$ cat src/rtl/radix_2_srt_div_pkg.sv
// Shared types for the radix-2 SRT divider: FSM states and quotient-digit encoding.
package radix_2_srt_div_pkg;

    typedef enum logic [2:0] {
        ST_IDLE,
        ST_PRE,
        ST_ITER,
        ST_POST,
        ST_DONE
    } state_t;

    localparam logic [1:0] QDIG_POS  = 2'b10;
    localparam logic [1:0] QDIG_ZERO = 2'b00;
    localparam logic [1:0] QDIG_NEG  = 2'b01;

endpackage

$ cat src/rtl/radix_2_srt_div_lzc.sv
// Leading-zero counter; an all-zero input reports WIDTH.
module radix_2_srt_div_lzc #(
    parameter int WIDTH = 32,
    parameter int CNT_W = $clog2(WIDTH + 1)
) (
    input  logic [WIDTH-1:0] value,
    output logic [CNT_W-1:0] count
);

    // Scan upward so the highest set bit is the last (winning) assignment.
    always_comb begin
        count = CNT_W'(WIDTH);
        for (int i = 0; i < WIDTH; i++) begin
            if (value[i]) begin
                count = CNT_W'(WIDTH - 1 - i);
            end
        end
    end

endmodule

$ cat src/rtl/radix_2_srt_div_iter.sv
// Multi-cycle radix-2 SRT divider with carry-save remainder and on-the-fly quotient conversion.
// Optional macro RADIX_2_SRT_DIV_FLUSH_EN adds flush_i, which aborts any operation back to IDLE.
module radix_2_srt_div_iter
    import radix_2_srt_div_pkg::*;
#(
    parameter int WIDTH = 32
) (
    input  logic             clk,
    input  logic             rst,
    input  logic             start_valid_i,
    output logic             start_ready_o,
    input  logic             signed_op_i,
    input  logic [WIDTH-1:0] dividend_i,
    input  logic [WIDTH-1:0] divisor_i,
    output logic             finish_valid_o,
    input  logic             finish_ready_i,
    output logic [WIDTH-1:0] quotient_o,
    output logic [WIDTH-1:0] remainder_o,
    output logic             div_by_zero_o
`ifdef RADIX_2_SRT_DIV_FLUSH_EN
    ,
    input  logic             flush_i
`endif
);

    localparam int REM_W = WIDTH + 3;
    localparam int CNT_W = $clog2(WIDTH + 1);
    // One extra fraction bit below REM_W keeps a_norm/2 exact when a_norm is odd.
    localparam int WF    = REM_W + 1;

    logic flush;
`ifdef RADIX_2_SRT_DIV_FLUSH_EN
    assign flush = flush_i;
`else
    assign flush = 1'b0;
`endif

    state_t state_reg, state_next;

    logic [WIDTH-1:0] a_reg, d_reg;
    logic             signed_reg;
    logic [WIDTH-1:0] d_norm_reg;
    logic [CNT_W-1:0] lzc_d_reg;
    logic [WF-1:0]    sum_reg, carry_reg;
    logic [WIDTH-1:0] q_reg, qm_reg;
    logic [CNT_W-1:0] cnt_reg;
    logic             special_reg, spec_dbz_reg;
    logic [WIDTH-1:0] spec_q_reg, spec_r_reg;
    logic             neg_q_reg, neg_r_reg;
    logic [WIDTH-1:0] quotient_reg, remainder_reg;
    logic             dbz_reg;

    // Pre-processing: magnitudes, normalisation, special-case detection.
    logic             a_neg, d_neg;
    logic [WIDTH-1:0] a_mag, d_mag, a_norm, d_norm;
    logic [CNT_W-1:0] lzc_a, lzc_d, n_iter;
    logic             d_zero, ovf_case, small_case, special;

    assign a_neg      = signed_reg & a_reg[WIDTH-1];
    assign d_neg      = signed_reg & d_reg[WIDTH-1];
    assign a_mag      = a_neg ? -a_reg : a_reg;
    assign d_mag      = d_neg ? -d_reg : d_reg;
    assign a_norm     = a_mag << lzc_a;
    assign d_norm     = d_mag << lzc_d;
    assign n_iter     = lzc_d - lzc_a + CNT_W'(1);
    assign d_zero     = (d_reg == '0);
    assign ovf_case   = signed_reg && (a_reg == {1'b1, {(WIDTH-1){1'b0}}}) && (d_reg == '1);
    assign small_case = (a_mag < d_mag);
    assign special    = d_zero | ovf_case | small_case;

    radix_2_srt_div_lzc #(.WIDTH(WIDTH), .CNT_W(CNT_W)) u_lzc_a (
        .value (a_mag),
        .count (lzc_a)
    );

    radix_2_srt_div_lzc #(.WIDTH(WIDTH), .CNT_W(CNT_W)) u_lzc_d (
        .value (d_mag),
        .count (lzc_d)
    );

    // Iteration: digit selection from the 4-bit estimate of 2w, CSA update, on-the-fly conversion.
    logic [WF-1:0]    d_ext, sum_sh, carry_sh, csa_z, sum_next, carry_next;
    logic [WF-2:0]    maj;
    logic [3:0]       est;
    logic [1:0]       qdig;
    logic             cin;
    logic [WIDTH-1:0] q_next, qm_next;

    assign d_ext    = {3'b000, d_norm_reg, 1'b0};
    assign sum_sh   = {sum_reg[WF-2:0], 1'b0};
    assign carry_sh = {carry_reg[WF-2:0], 1'b0};
    assign est      = sum_sh[WF-1 -: 4] + carry_sh[WF-1 -: 4];

    always_comb begin
        qdig = QDIG_NEG;
        if (!est[3]) begin
            qdig = QDIG_POS;
        end else if (est == 4'b1111) begin
            qdig = QDIG_ZERO;
        end
    end

    always_comb begin
        csa_z   = '0;
        cin     = 1'b0;
        q_next  = {q_reg[WIDTH-2:0], 1'b0};
        qm_next = {qm_reg[WIDTH-2:0], 1'b1};
        case (qdig)
            QDIG_POS: begin
                csa_z   = ~d_ext;
                cin     = 1'b1;
                q_next  = {q_reg[WIDTH-2:0], 1'b1};
                qm_next = {q_reg[WIDTH-2:0], 1'b0};
            end
            QDIG_NEG: begin
                csa_z   = d_ext;
                q_next  = {qm_reg[WIDTH-2:0], 1'b1};
                qm_next = {qm_reg[WIDTH-2:0], 1'b0};
            end
            default: ;
        endcase
    end

    assign sum_next   = sum_sh ^ carry_sh ^ csa_z;
    assign maj        = (sum_sh[WF-2:0] & carry_sh[WF-2:0])
                      | (sum_sh[WF-2:0] & csa_z[WF-2:0])
                      | (carry_sh[WF-2:0] & csa_z[WF-2:0]);
    assign carry_next = {maj, cin};

    // Post-processing: resolve, correct a negative remainder, denormalise, apply signs.
    logic [WF-1:0]    w_full;
    logic             w_neg;
    logic [WIDTH-1:0] r_aligned, r_mag, q_sel, q_fin, r_fin;

    assign w_full    = sum_reg + carry_reg;
    assign w_neg     = w_full[WF-1];
    assign r_aligned = w_full[WIDTH:1] + (w_neg ? d_norm_reg : '0);
    assign r_mag     = r_aligned >> lzc_d_reg;
    assign q_sel     = w_neg ? qm_reg : q_reg;
    assign q_fin     = neg_q_reg ? -q_sel : q_sel;
    assign r_fin     = neg_r_reg ? -r_mag : r_mag;

    always_ff @(posedge clk) begin
        if (rst) begin
            state_reg <= ST_IDLE;
        end else begin
            state_reg <= state_next;
        end
    end

    always_comb begin
        state_next = state_reg;
        case (state_reg)
            ST_IDLE: if (start_valid_i) state_next = ST_PRE;
            ST_PRE:  state_next = special ? ST_POST : ST_ITER;
            ST_ITER: if (cnt_reg == CNT_W'(1)) state_next = ST_POST;
            ST_POST: state_next = ST_DONE;
            ST_DONE: if (finish_ready_i) state_next = ST_IDLE;
            default: state_next = ST_IDLE;
        endcase
        if (flush) begin
            state_next = ST_IDLE;
        end
    end

    always_ff @(posedge clk) begin
        if (rst) begin
            quotient_reg  <= '0;
            remainder_reg <= '0;
            dbz_reg       <= 1'b0;
            special_reg   <= 1'b0;
        end else begin
            case (state_reg)
                ST_IDLE: begin
                    if (start_valid_i) begin
                        a_reg      <= dividend_i;
                        d_reg      <= divisor_i;
                        signed_reg <= signed_op_i;
                    end
                end
                ST_PRE: begin
                    special_reg  <= special;
                    spec_dbz_reg <= d_zero;
                    spec_q_reg   <= d_zero ? '1 : (ovf_case ? a_reg : '0);
                    spec_r_reg   <= ovf_case ? '0 : a_reg;
                    neg_q_reg    <= a_neg ^ d_neg;
                    neg_r_reg    <= a_neg;
                    d_norm_reg   <= d_norm;
                    lzc_d_reg    <= lzc_d;
                    sum_reg      <= {4'b0000, a_norm};
                    carry_reg    <= '0;
                    q_reg        <= '0;
                    qm_reg       <= '0;
                    cnt_reg      <= n_iter;
                end
                ST_ITER: begin
                    sum_reg   <= sum_next;
                    carry_reg <= carry_next;
                    q_reg     <= q_next;
                    qm_reg    <= qm_next;
                    cnt_reg   <= cnt_reg - CNT_W'(1);
                end
                ST_POST: begin
                    if (special_reg) begin
                        quotient_reg  <= spec_q_reg;
                        remainder_reg <= spec_r_reg;
                        dbz_reg       <= spec_dbz_reg;
                    end else begin
                        quotient_reg  <= q_fin;
                        remainder_reg <= r_fin;
                        dbz_reg       <= 1'b0;
                    end
                end
                default: ;
            endcase
        end
    end

    assign start_ready_o  = (state_reg == ST_IDLE);
    assign finish_valid_o = (state_reg == ST_DONE);
    assign quotient_o     = quotient_reg;
    assign remainder_o    = remainder_reg;
    assign div_by_zero_o  = dbz_reg;

endmodule

$ cat config.mk
export PLATFORM = sky130hd
export DESIGN_NAME = radix_2_srt_div_iter
export DESIGN_NICKNAME = d
export VERILOG_FILES = /design/src/rtl/radix_2_srt_div_pkg.sv /design/src/rtl/radix_2_srt_div_lzc.sv /design/src/rtl/radix_2_srt_div_iter.sv
export SDC_FILE = /design/constraint.sdc
export NUM_CORES = 1
export LEC_CHECK = 0
export ABC_AREA = 1
export BUFFER_PORTS_ARGS = -buffer_cell sky130_fd_sc_hd__buf_2
export CELL_PAD_IN_SITES_DETAIL_PLACEMENT = 0
export CELL_PAD_IN_SITES_GLOBAL_PLACEMENT = 1
export CORE_AREA = 2 2 223 390
export DETAILED_ROUTE_END_ITERATION = 10
export DIE_AREA = 0 0 225 392
export PLACE_DENSITY_LB_ADDON = 0.1
export SLEW_MARGIN = 20
export SYNTH_ARGS = -nofsm -noshare
export SYNTH_HDL_FRONTEND = slang
export SYNTH_SLANG_ARGS = --single-unit
export TNS_END_PERCENT = 10
$ cat constraint.sdc
create_clock -name clk -period 11.9 [get_ports clk]
set_clock_uncertainty 0.2 [all_clocks]
set_input_delay 2.38 -clock clk [delete_from_list [all_inputs] [get_ports clk]]
set_output_delay 2.38 -clock clk [all_outputs]
set_load 0.02 [all_outputs]
==> results of run 1 <==
==> cell usage after synthesis (9+ instances only) <==
| cell type | number |
|---|---|
| sky130_fd_sc_hd__nand2_1 | 1124 |
| sky130_fd_sc_hd__nand3_1 | 493 |
| sky130_fd_sc_hd__inv_1 | 384 |
| sky130_fd_sc_hd__nor2_1 | 365 |
| sky130_fd_sc_hd__edfxtp_1 | 311 |
| sky130_fd_sc_hd__o21ai_0 | 241 |
| sky130_fd_sc_hd__a21oi_1 | 198 |
| sky130_fd_sc_hd__clkbuf_1 | 137 |
| sky130_fd_sc_hd__ha_1 | 114 |
| sky130_fd_sc_hd__xor2_1 | 86 |
| sky130_fd_sc_hd__dfxtp_1 | 69 |
| sky130_fd_sc_hd__nor3_1 | 54 |
| sky130_fd_sc_hd__o211ai_1 | 49 |
| sky130_fd_sc_hd__nand4_1 | 45 |
| sky130_fd_sc_hd__buf_2 | 44 |
| sky130_fd_sc_hd__fa_1 | 36 |
| sky130_fd_sc_hd__o22ai_1 | 34 |
| sky130_fd_sc_hd__xnor2_1 | 27 |
| sky130_fd_sc_hd__inv_2 | 24 |
| sky130_fd_sc_hd__o21ai_1 | 23 |
| sky130_fd_sc_hd__a31oi_1 | 19 |
| sky130_fd_sc_hd__buf_1 | 19 |
| sky130_fd_sc_hd__nand3_2 | 17 |
| sky130_fd_sc_hd__or2_2 | 14 |
| sky130_fd_sc_hd__buf_6 | 11 |
| sky130_fd_sc_hd__nor3_2 | 10 |
| sky130_fd_sc_hd__nor4_1 | 10 |
| sky130_fd_sc_hd__o21ai_2 | 10 |
| sky130_fd_sc_hd__nand2_2 | 9 |
==> per-layer routing <==
layer / vias to the layer above / share of wire, % / global-route usage (%)
met5: - / 0 / 0
met2: 592 / 55 / 51.3
met1: 12937 / 34 / 24.8
met3: 254 / 2.3 / 1.83
li1: 13661 / - / -
met4: 0 / 8.3 / 18.8
==> power breakdown <==
group          internal (mW)  switching [mW]
sequential              1.83           0.183
clock                  0.801           0.572
combinational           1.78            4.49
==> path summary, 6_finish.rpt <==
check,startpoint,end
setup / recovery,sum_reg[31]$_DFFE_PP_,remainder_o[17]$_SDFFE_PP0P_
hold / removal,quotient_o[13]$_SDFFE_PP0P_,quotient_o[13]$_SDFFE_PP0P_
setup reg to reg,sum_reg[31]$_DFFE_PP_,remainder_o[17]$_SDFFE_PP0P_
hold reg to reg,quotient_o[13]$_SDFFE_PP0P_,quotient_o[13]$_SDFFE_PP0P_
==> critical path, delay by kind of cell, from the launching register on <==
| kind | cells | cell delay, ns |
|---|---|---|
| buf+inv | 6 | 0.91 |
| fa+ha+maj | 4 | 1.32 |
| compound gates | 8 | 1.97 |
| simple gates | 29 | 2.83 |
| flops | 1 | 0.42 |
==> layout make-up <==
type                            count  area [um^2]  area share (%)
Multi-Input combinational cell   3081        16400            50.6
Inverter                          413         1550            4.79
Sequential cell                   380        10700            33.1
Timing Repair Buffer              177          991            3.06
Clock buffer                       44         1020            3.13
Tap cell                         1080         1350            4.17
Clock inverter                     29          395            1.22
==> per-stage QoR <==
stage               utilization [%]  setup WS, ns  hold slack (ns)  area, um^2  power (mW)
floorplan                         -          1.44            0.290       29600        6.23
global placement               36.4          4.12            0.251       31000        8.35
detailed placement             36.4          3.99            0.252       31000        8.31
CTS                            38.1          4.00            0.262       32400        9.73
global route                   38.1          3.24            0.282       32400        10.5
finish                         38.1          4.08            0.260       32400        9.66
==> cells by family (layout without fill, tap and decap cells) <==
kind of cell             count (synthesis)  count (layout)  synth area share, %
XOR/XNOR                               119             119                 3.71
adder cells (fa/ha/maj)                150             150                 7.25
buffers and inverters                  631             663                 8.56
AO/OA/AOI/OAI                          629             629                 12.0
multiplexers                             2               2               0.0676
AND/OR/NAND/NOR                       2181            2181                 32.2
flip-flops                             380             380                 36.2
==> key figures, run 1 <==
Run status
  • Result of the run: complete, no violations

Timing
  • RSZ-0062 raised after global routing: no
  • Max-slew violation count: 0
  • Setup TNS: 0 ns
  • Maximum operating frequency: about 130 MHz
  • Post-layout minimum cycle time: 7.82 ns
  • Number of setup violations in the final report: 0
  • Worst-Margin Slew: 1.08 ns
  • Final number of hold-violating endpoints: 0
  • Headroom to the max-slew limit: ~28%
  • Final clock period utilization by the worst path: 65.7%

Floorplan
  • IO Count: 136
  • Die X: 225 um
  • Starting Density: about a third
  • Die Outline Area: 88200 um^2
  • Area of the core: 85100 um^2
  • Number of placement rows: ~140
  • Die outline height: between 300 and 400 um

Clocking
  • Post-CTS Repair Setup Buffers: 0
  • TritonCTS clock tree: done
  • Resized cells post-CTS: 0
  • TritonCTS Buffers: 40
  • Number of levels the H-tree was split into: 2
  • Maximum buffer depth of the clock tree: 3
  • CTS Hold Buffers Added: 0
  • CTS sink count: between 300 and 400
  • Clock insertion delay at the later pin of the skew report: 0.60 ns
  • Root buffer cell: sky130_fd_sc_hd__clkbuf_16
  • Clock-pin slew reported for the worst setup and hold paths after clock tree synthesis: approximately 0.07 ns

Power and ir drop
  • Areal power density over the cells: between 200 and 300 nW/um^2
  • Leakage component of the power: ~15 nW
  • Peak supply drop: approximately 0.00015 V

Setup path
  • Critical path data required time: 12.15 ns
  • Critical path capture point type: register
  • Worst reg2reg path depth: 47
  • Critical Setup Path Class: reg2reg
  • Critical path's largest stage delay: around 0.42 ns
  • Crit path DAT: approximately 8 ns
  • Peak fanout along the critical path: 94
  • Slowest cell on the critical path: sky130_fd_sc_hd__edfxtp_1
  • Most numerous cell on the critical path: sky130_fd_sc_hd__nand2_1
  • Type of origin of the critical path: register
  • Setup slack of the most critical reg-to-reg path: just over 4 ns

Place
  • Post-DP HPWL: between 90000 and 100000 um
  • Final GP Congestion: 0.931
  • Post-Place Cells: 5131
  • Port Buf Inserts: approximately 140

Synth
  • Cell taking the most area after synthesis: sky130_fd_sc_hd__edfxtp_1
  • Synth Warn #: 0
  • Sequential share of the synthesized area: 36.2%
  • Number of different library cells in the post-synthesis netlist: 69
  • Post-synth top flop: sky130_fd_sc_hd__edfxtp_1
  • Average size of a mapped cell: just over 7 um^2
  • Ranking of synthesized cells by area: sky130_fd_sc_hd__edfxtp_1, sky130_fd_sc_hd__nand2_1, sky130_fd_sc_hd__nand3_1, sky130_fd_sc_hd__inv_1, sky130_fd_sc_hd__ha_1
  • Syn_nets: about 4300
  • Yosys reg bits: 380
  • Portion of synthesized cell area occupied by the leading cell type: 31.6%
  • Summed instance area of the synthesized netlist: approximately 30000 um^2
  • EDFF count, synth: ~310
  • Asr flop ratio synth: 0%
  • Syn Inst Count: 4092

Drt
  • DRC violation total after the first TritonRoute iteration: between 1500 and 2000
  • Total wire length after detailed routing: 115000 um
  • Post-DR vias/cell: 5.27
  • Average routed wire per standard cell: 22.2 um
  • Number of detailed-route iterations in the first pass: 6
  • Post-route DRC: 0
  • Total vias in the final route: roughly 27000
  • Remaining number of nets flagged by the antenna check after routing: 0

GRT
  • Remaining Overflow, GRT: 0
  • Maximum number of pins on one net before global-route repair: 97
  • First-pass GRT wire length: around 170000 um
  • Aggregate global-route resource usage: between 20% and 30%
  • Via count of the first global-routing pass: between 20000 and 30000
  • Number of antenna violations at the first check in global routing: 0

Cells and area
  • Number of antenna diodes: 0
  • Most frequent cells in the layout: sky130_fd_sc_hd__nand2_1, sky130_fd_sc_hd__nand3_1, sky130_fd_sc_hd__inv_1
  • Most common cell after layout, fill and taps aside: sky130_fd_sc_hd__nand2_1
  • Final-layout fill cell count: roughly 9000
  • Share of cells above drive strength 1: 8.92%
  • Final Non-Filler Cells: around 5200
  • Area growth, synth to finish: 9.53%
  • Final net count: about 4300
  • Number of flip-flops under the largest register name: 36

Hold path
  • Worst hold path depth: 2
  • Kind of path behind the tightest hold check: reg2reg

Flow run
  • Number of max-capacitance violations reported: 0
No activity file was read; power rests on OpenSTA's default activity.
==> run 2: changes to the inputs <==
- clock period: 11.9 -> 6.7 ns (I/O delays scaled with it)
==> run 2 against run 1 <==
Register-to-register slack lost 3.7 ns. First-iteration DRC count up 3.1%. Final cell count is 4.4% higher. Non-clock buffer count up 229. Fmax is 25% higher. Combinational power grew 100%. Clock power up 66%. Worst hold slack about the same. Sequential power up 78%. Critical path type unchanged.
==> key figures, run 2 (synthesized netlist as in run 1, its figures left out) <==
Run status
  • Result of the run: complete, no violations

Place
  • Final GP Congestion: roughly 0.94
  • Post-DP HPWL: 93000 um
  • Standard cell area after detailed placement: around 33000 um^2
  • Port Buf Inserts: around 140
  • Worst-case setup slack after placement: -0.325 ns
  • Post-Place Cells: between 5000 and 6000

Floorplan
  • Starting Density: between 30% and 40%
  • Area of the core: ~85000 um^2
  • Die Outline Area: roughly 88000 um^2
  • IO Count: between 100 and 150
  • Die outline height: about 390 um
  • Die X: 225 um
  • Number of placement rows: 142

Timing
  • Maximum operating frequency: ~160 MHz
  • Number of setup violations in the final report: 0
  • Final number of hold-violating endpoints: 0
  • Worst hold slack: about 0.26 ns
  • Worst-Margin Slew: around 1.1 ns
  • Setup TNS: 0 ns
  • Least setup slack across all paths after layout: 0.425 ns
  • Max-slew violation count: 0
  • Headroom to the max-slew limit: a little under a quarter
  • RSZ-0062 raised after global routing: yes
  • Post-layout minimum cycle time: roughly 6.3 ns
  • Final clock period utilization by the worst path: 93.7%

Setup path
  • Critical Setup Path Class: reg2reg
  • Critical path data required time: roughly 7.0 ns
  • Crit path DAT: roughly 6.5 ns
  • Worst reg2reg path depth: 44
  • Logic depth of the worst path, buffers included: 44
  • Number of buffers and inverters on the critical path: 9
  • Gate family responsible for the most delay along the worst path: simple AND/OR/NAND/NOR gates
  • Critical path capture point type: register
  • Critical path's largest stage delay: 0.43 ns
  • Peak fanout along the critical path: 14
  • Slowest cell on the critical path: sky130_fd_sc_hd__edfxtp_1
  • Most numerous cell on the critical path: sky130_fd_sc_hd__nand2_1
  • Type of origin of the critical path: register

Clocking
  • Maximum buffer depth of the clock tree: 3
  • TritonCTS clock tree: done
  • CTS Hold Buffers Added: 0
  • CTS sink count: 380
  • Clock insertion delay at the later pin of the skew report: 0.60 ns
  • Root buffer cell: sky130_fd_sc_hd__clkbuf_16
  • TritonCTS Buffers: a little over 40
  • Number of levels the H-tree was split into: 2
  • Clock-pin slew reported for the worst setup and hold paths after clock tree synthesis: ~0.07 ns

Cells and area
  • Share of cells above drive strength 1: between 15 and 20%
  • Final net count: 4542
  • Most frequent cells in the layout: sky130_fd_sc_hd__nand2_1, sky130_fd_sc_hd__nand3_1, sky130_fd_sc_hd__inv_1
  • Final Non-Filler Cells: ~5400
  • Post-Layout Inst Area: around 35000 um^2
  • Final core area utilization: 40.6%
  • Area growth, synth to finish: 16.6%
  • Number of antenna diodes: 0
  • Most common cell after layout, fill and taps aside: sky130_fd_sc_hd__nand2_1
  • Number of flip-flops under the largest register name: 36

Drt
  • Remaining number of nets flagged by the antenna check after routing: 0
  • Average routed wire per standard cell: ~21 um
  • Number of detailed-route iterations in the first pass: 6
  • DRC violation total after the first TritonRoute iteration: roughly 1600
  • Post-DR vias/cell: 5.20
  • Total vias in the final route: 28270
  • Total wire length after detailed routing: between 100000 and 150000 um
  • Post-route DRC: 0

GRT
  • Maximum number of pins on one net before global-route repair: roughly 140
  • Via count of the first global-routing pass: around 29000
  • First-pass GRT wire length: between 150000 and 200000 um
  • Number of antenna violations at the first check in global routing: 1
  • Remaining Overflow, GRT: 0
  • Aggregate global-route resource usage: roughly a quarter

Power and ir drop
  • Peak supply drop: 0.000236 V
  • Comb power frac: about two thirds
  • Switching power of the nets: about 9.5 mW
  • Sequential cell fraction of total power: about a fifth
  • Areal power density over the cells: 538 nW/um^2
  • Fraction of power consumed by the clock network: roughly an eighth
  • Switch share: between 50% and 60%
  • Final Power: between 15 and 20 mW
  • Leakage component of the power: around 16 nW
  • Cell-internal power: 9.05 mW

Hold path
  • Worst hold path depth: 2
  • Kind of path behind the tightest hold check: reg2reg

Flow run
  • Number of max-capacitance violations reported: 0
==> run 2: changes by cell type in the layout (fill, tap and decap cells not counted), sizes merged <==
cell    change
buf       +229
inv         -3
clkbuf     +14
clkinv      -2
bufinv      -7
==> run 2: layout make-up <==
type                       count  area [um^2]
sequential                   380        10700
inverter                     413         1550
clock inverter                17          158
tap                         1080         1350
fill                        9113        50600
clock buffer                  58         1160
timing repair buffer         406         2730
multi-input combinational   3081        16800
==> run 2: what timing repair did <==
action,in CTS,in global routing
gates resized for setup,5,109
pin swaps,1,28
setup buffers,0,11
setup endpoints to repair,30,31
==> run 2: worst min-delay path: cells and delay by family (launching register included) <==
kind | cells | cell delay, ns
AND/OR/NAND/NOR | 1 | 0.06
AO/OA/AOI/OAI | 1 | 0.05
flip-flops | 1 | 0.30
==> run 2: worst paths after layout <==
path / endpoint / start / slack, ns
min reg2reg: quotient_o[20]$_SDFFE_PP0P_ / quotient_o[20]$_SDFFE_PP0P_ / 0.26
max reg2reg: remainder_o[6]$_SDFFE_PP0P_ / sum_reg[29]$_DFFE_PP_ / 0.43
max: remainder_o[6]$_SDFFE_PP0P_ / sum_reg[29]$_DFFE_PP_ / 0.43
min: quotient_o[20]$_SDFFE_PP0P_ / quotient_o[20]$_SDFFE_PP0P_ / 0.26
==> run 2: layer usage <==
| metal | vias up | GRT usage, % | wire (um) |
|---|---|---|---|
| met4 | 0 | 18.4 | 9710 |
| met1 | 13276 | 25.4 | 39800 |
| met3 | 241 | 1.86 | 3000 |
| met5 | - | 0 | 0 |
| met2 | 617 | 51.7 | 63900 |
| li1 | 14136 | - | - |
==> run 2: power groups by stage <==
stage               registers, mW  clock network, mW  logic (mW)
finish                       3.58               2.27        12.7
global route                 3.63               2.41        14.1
CTS                          3.58               2.34        12.4
detailed placement           3.62                  0        12.3
global placement             3.62                  0        12.3
floorplan                    3.59                  0        7.44
==> run 3: changes to the inputs <==
- CELL_PAD_IN_SITES_DETAIL_PLACEMENT: 0 -> 1
- CELL_PAD_IN_SITES_GLOBAL_PLACEMENT: 1 -> 2
- CORE_AREA: 2 2 223 390 -> 2 2 230 402
- DIE_AREA: 0 0 225 392 -> 0 0 232 404
==> run 3 against run 2 <==
Final cell count grew 3.7%. Worst setup slack got worse by 0.064 ns. Register-to-register slack got worse by 0.06 ns. Combinational power grew 9%. Design area up 3.1%. Sequential power hardly changed. Die area rose by 6.3%. Flip-flop and latch count is the same. Highest routed layer unchanged.
==> key figures, run 3 (synthesized netlist as in run 1, its figures left out) <==
Timing
  • Worst-Margin Slew: between 1 and 1.5 ns
  • Final number of hold-violating endpoints: 0
  • Number of setup violations in the final report: 0
  • Max-slew violation count: 0
  • Post-layout minimum cycle time: approximately 6.3 ns
  • Maximum operating frequency: approximately 160 MHz
  • Headroom to the max-slew limit: 19.5%
  • Worst hold slack: 0.265 ns
  • Final clock period utilization by the worst path: a little over nine tenths
  • RSZ-0062 raised after global routing: yes

Clocking
  • Number of levels the H-tree was split into: 2
  • Clock-pin slew reported for the worst setup and hold paths after clock tree synthesis: about 0.060 ns
  • Maximum buffer depth of the clock tree: 3
  • TritonCTS Buffers: between 40 and 50
  • Root buffer cell: sky130_fd_sc_hd__clkbuf_16
  • CTS sink count: 380
  • Clock insertion delay at the later pin of the skew report: about 0.63 ns
  • TritonCTS clock tree: done

Cells and area
  • Number of flip-flops under the largest register name: 36
  • Area growth, synth to finish: 20.2%
  • Most frequent cells in the layout: sky130_fd_sc_hd__nand2_1, sky130_fd_sc_hd__nand3_1, sky130_fd_sc_hd__inv_1
  • Share of cells above drive strength 1: a little under a fifth
  • Number of antenna diodes: 0
  • Most common cell after layout, fill and taps aside: sky130_fd_sc_hd__nand2_1
  • Final net count: ~4600

GRT
  • Aggregate global-route resource usage: a little over a quarter
  • Remaining Overflow, GRT: 0
  • Via count of the first global-routing pass: about 31000
  • Number of antenna violations at the first check in global routing: 1
  • First-pass GRT wire length: around 190000 um
  • Maximum number of pins on one net before global-route repair: 142

Drt
  • Number of detailed-route iterations in the first pass: 5
  • Total vias in the final route: between 20000 and 30000
  • DRC violation total after the first TritonRoute iteration: about 1200
  • Average routed wire per standard cell: 22.3 um
  • Post-route DRC: 0
  • Total wire length after detailed routing: about 130000 um
  • Remaining number of nets flagged by the antenna check after routing: 0
  • Post-DR vias/cell: between 5 and 6

Power and ir drop
  • Comb power frac: 69.9%
  • Switching power of the nets: between 9 and 10 mW
  • Areal power density over the cells: roughly 550 nW/um^2
  • Leakage component of the power: roughly 16 nW
  • Peak supply drop: 0.000227 V
  • Sequential cell fraction of total power: approximately 18%
  • Switch share: between 50% and 60%
  • Final Power: between 15 and 20 mW
  • Fraction of power consumed by the clock network: between 10% and 20%
  • Cell-internal power: slightly below 10 mW

Run status
  • Result of the run: complete, no violations

Hold path
  • Kind of path behind the tightest hold check: reg2reg

Place
  • Post-DP HPWL: 102000 um
  • Port Buf Inserts: approximately 140
  • Final GP Congestion: 0.928

Setup path
  • Critical Setup Path Class: reg2reg
  • Peak fanout along the critical path: 6
  • Critical path capture point type: register
  • Critical path's largest stage delay: about 0.46 ns
  • Slowest cell on the critical path: sky130_fd_sc_hd__edfxtp_1
  • Type of origin of the critical path: register
  • Crit path DAT: 6.61 ns
  • Most numerous cell on the critical path: sky130_fd_sc_hd__nand2_1
  • Critical path data required time: 6.97 ns

Floorplan
  • Area of the core: around 90000 um^2
  • Die X: 232 um
  • Die outline height: around 400 um
  • Number of placement rows: 146
  • Die Outline Area: 93700 um^2
  • IO Count: roughly 140
  • Starting Density: between 30% and 40%

Flow run
  • Number of max-capacitance violations reported: 0
[run 3: cell types whose count changed in the layout (fill, tap and decap cells not counted), moves of 4 or more]
cell                       change
sky130_fd_sc_hd__clkinv_1      +6
sky130_fd_sc_hd__nor2_1       -14
sky130_fd_sc_hd__nand2_2       +7
sky130_fd_sc_hd__ha_4          +5
sky130_fd_sc_hd__clkinv_2      -5
sky130_fd_sc_hd__nand2_1      -10
sky130_fd_sc_hd__nand3_2       -4
sky130_fd_sc_hd__o21ai_2       +4
sky130_fd_sc_hd__ha_2          -4
sky130_fd_sc_hd__buf_4        +93
sky130_fd_sc_hd__nor2_2       +13
[run 3: per-layer routing]
layer,GRT usage [%],share of wire [%],vias to the layer above
met2,54.3,57,416
met4,16.4,7.0,0
met1,25.4,34,14215
met3,1.66,1.7,238
li1,-,-,14336
met5,0,0,-
[run 3: cell type report]
| type | instances | area (um^2) |
|---|---|---|
| well taps | 1184 | 1480 |
| fillers | 11372 | 54800 |
| flip-flops and latches | 380 | 10700 |
| repair buffers | 500 | 3460 |
| clock buffers | 57 | 1170 |
| multi-input cells | 3082 | 17000 |
| clock inverters | 20 | 191 |
| inverters | 413 | 1550 |
[run 3: power groups by stage]
stage | sequential (mW) | combinational [mW] | clock, mW
after floorplan | 3.59 | 7.44 | 0
after global placement | 3.59 | 13.3 | 0
after detailed placement | 3.60 | 13.3 | 0
after CTS | 3.56 | 13.4 | 2.41
after global routing | 3.63 | 15.3 | 2.48
final | 3.58 | 13.8 | 2.34
[run 3: timing repair]
action / 4_1_cts / 5_1_grt
pin swaps: 0 / 24
resized for setup: 7 / 144
buffers inserted: 0 / 11
cloned: 0 / 1
endpoints found under the setup margin: 29 / 31
hold buffers: 0 / 0
[run 3: path summary, 6_finish.rpt]
check                        startpoint  depth (start not counted)  slack, ns                     endpoint
min          quotient_o[4]$_SDFFE_PP0P_                          2       0.26   quotient_o[4]$_SDFFE_PP0P_
min reg2reg  quotient_o[4]$_SDFFE_PP0P_                          2       0.26   quotient_o[4]$_SDFFE_PP0P_
max reg2reg   sum_reg[32]$_SDFFCE_PN0P_                         38       0.36  remainder_o[6]$_SDFFE_PP0P_
max           sum_reg[32]$_SDFFCE_PN0P_                         38       0.36  remainder_o[6]$_SDFFE_PP0P_
[run 3: metrics by stage]
stage,std cells,utilization (%),instance area (um^2),setup slack [ns],setup TNS [ns]
final,5636,39.4,35600,0.361,0
after detailed placement,5547,37.1,33500,-0.219,-3.08
after CTS,5624,38.6,34900,-0.00740,-0.0123
after floorplan,4092,-,29600,-0.207,-21.69
after global routing,5636,39.4,35600,-0.0524,-0.686
after global placement,5547,37.1,33500,-0.145,-1.24
[run 3: worst max-delay path, delay by kind of cell, from the launching register on]
family	cells	cell delay, ns
simple gates	21	2.86
xor+xnor	2	0.40
fa+ha+maj	4	1.00
flops	1	0.46
compound gates	5	0.71
buf+inv	6	0.56
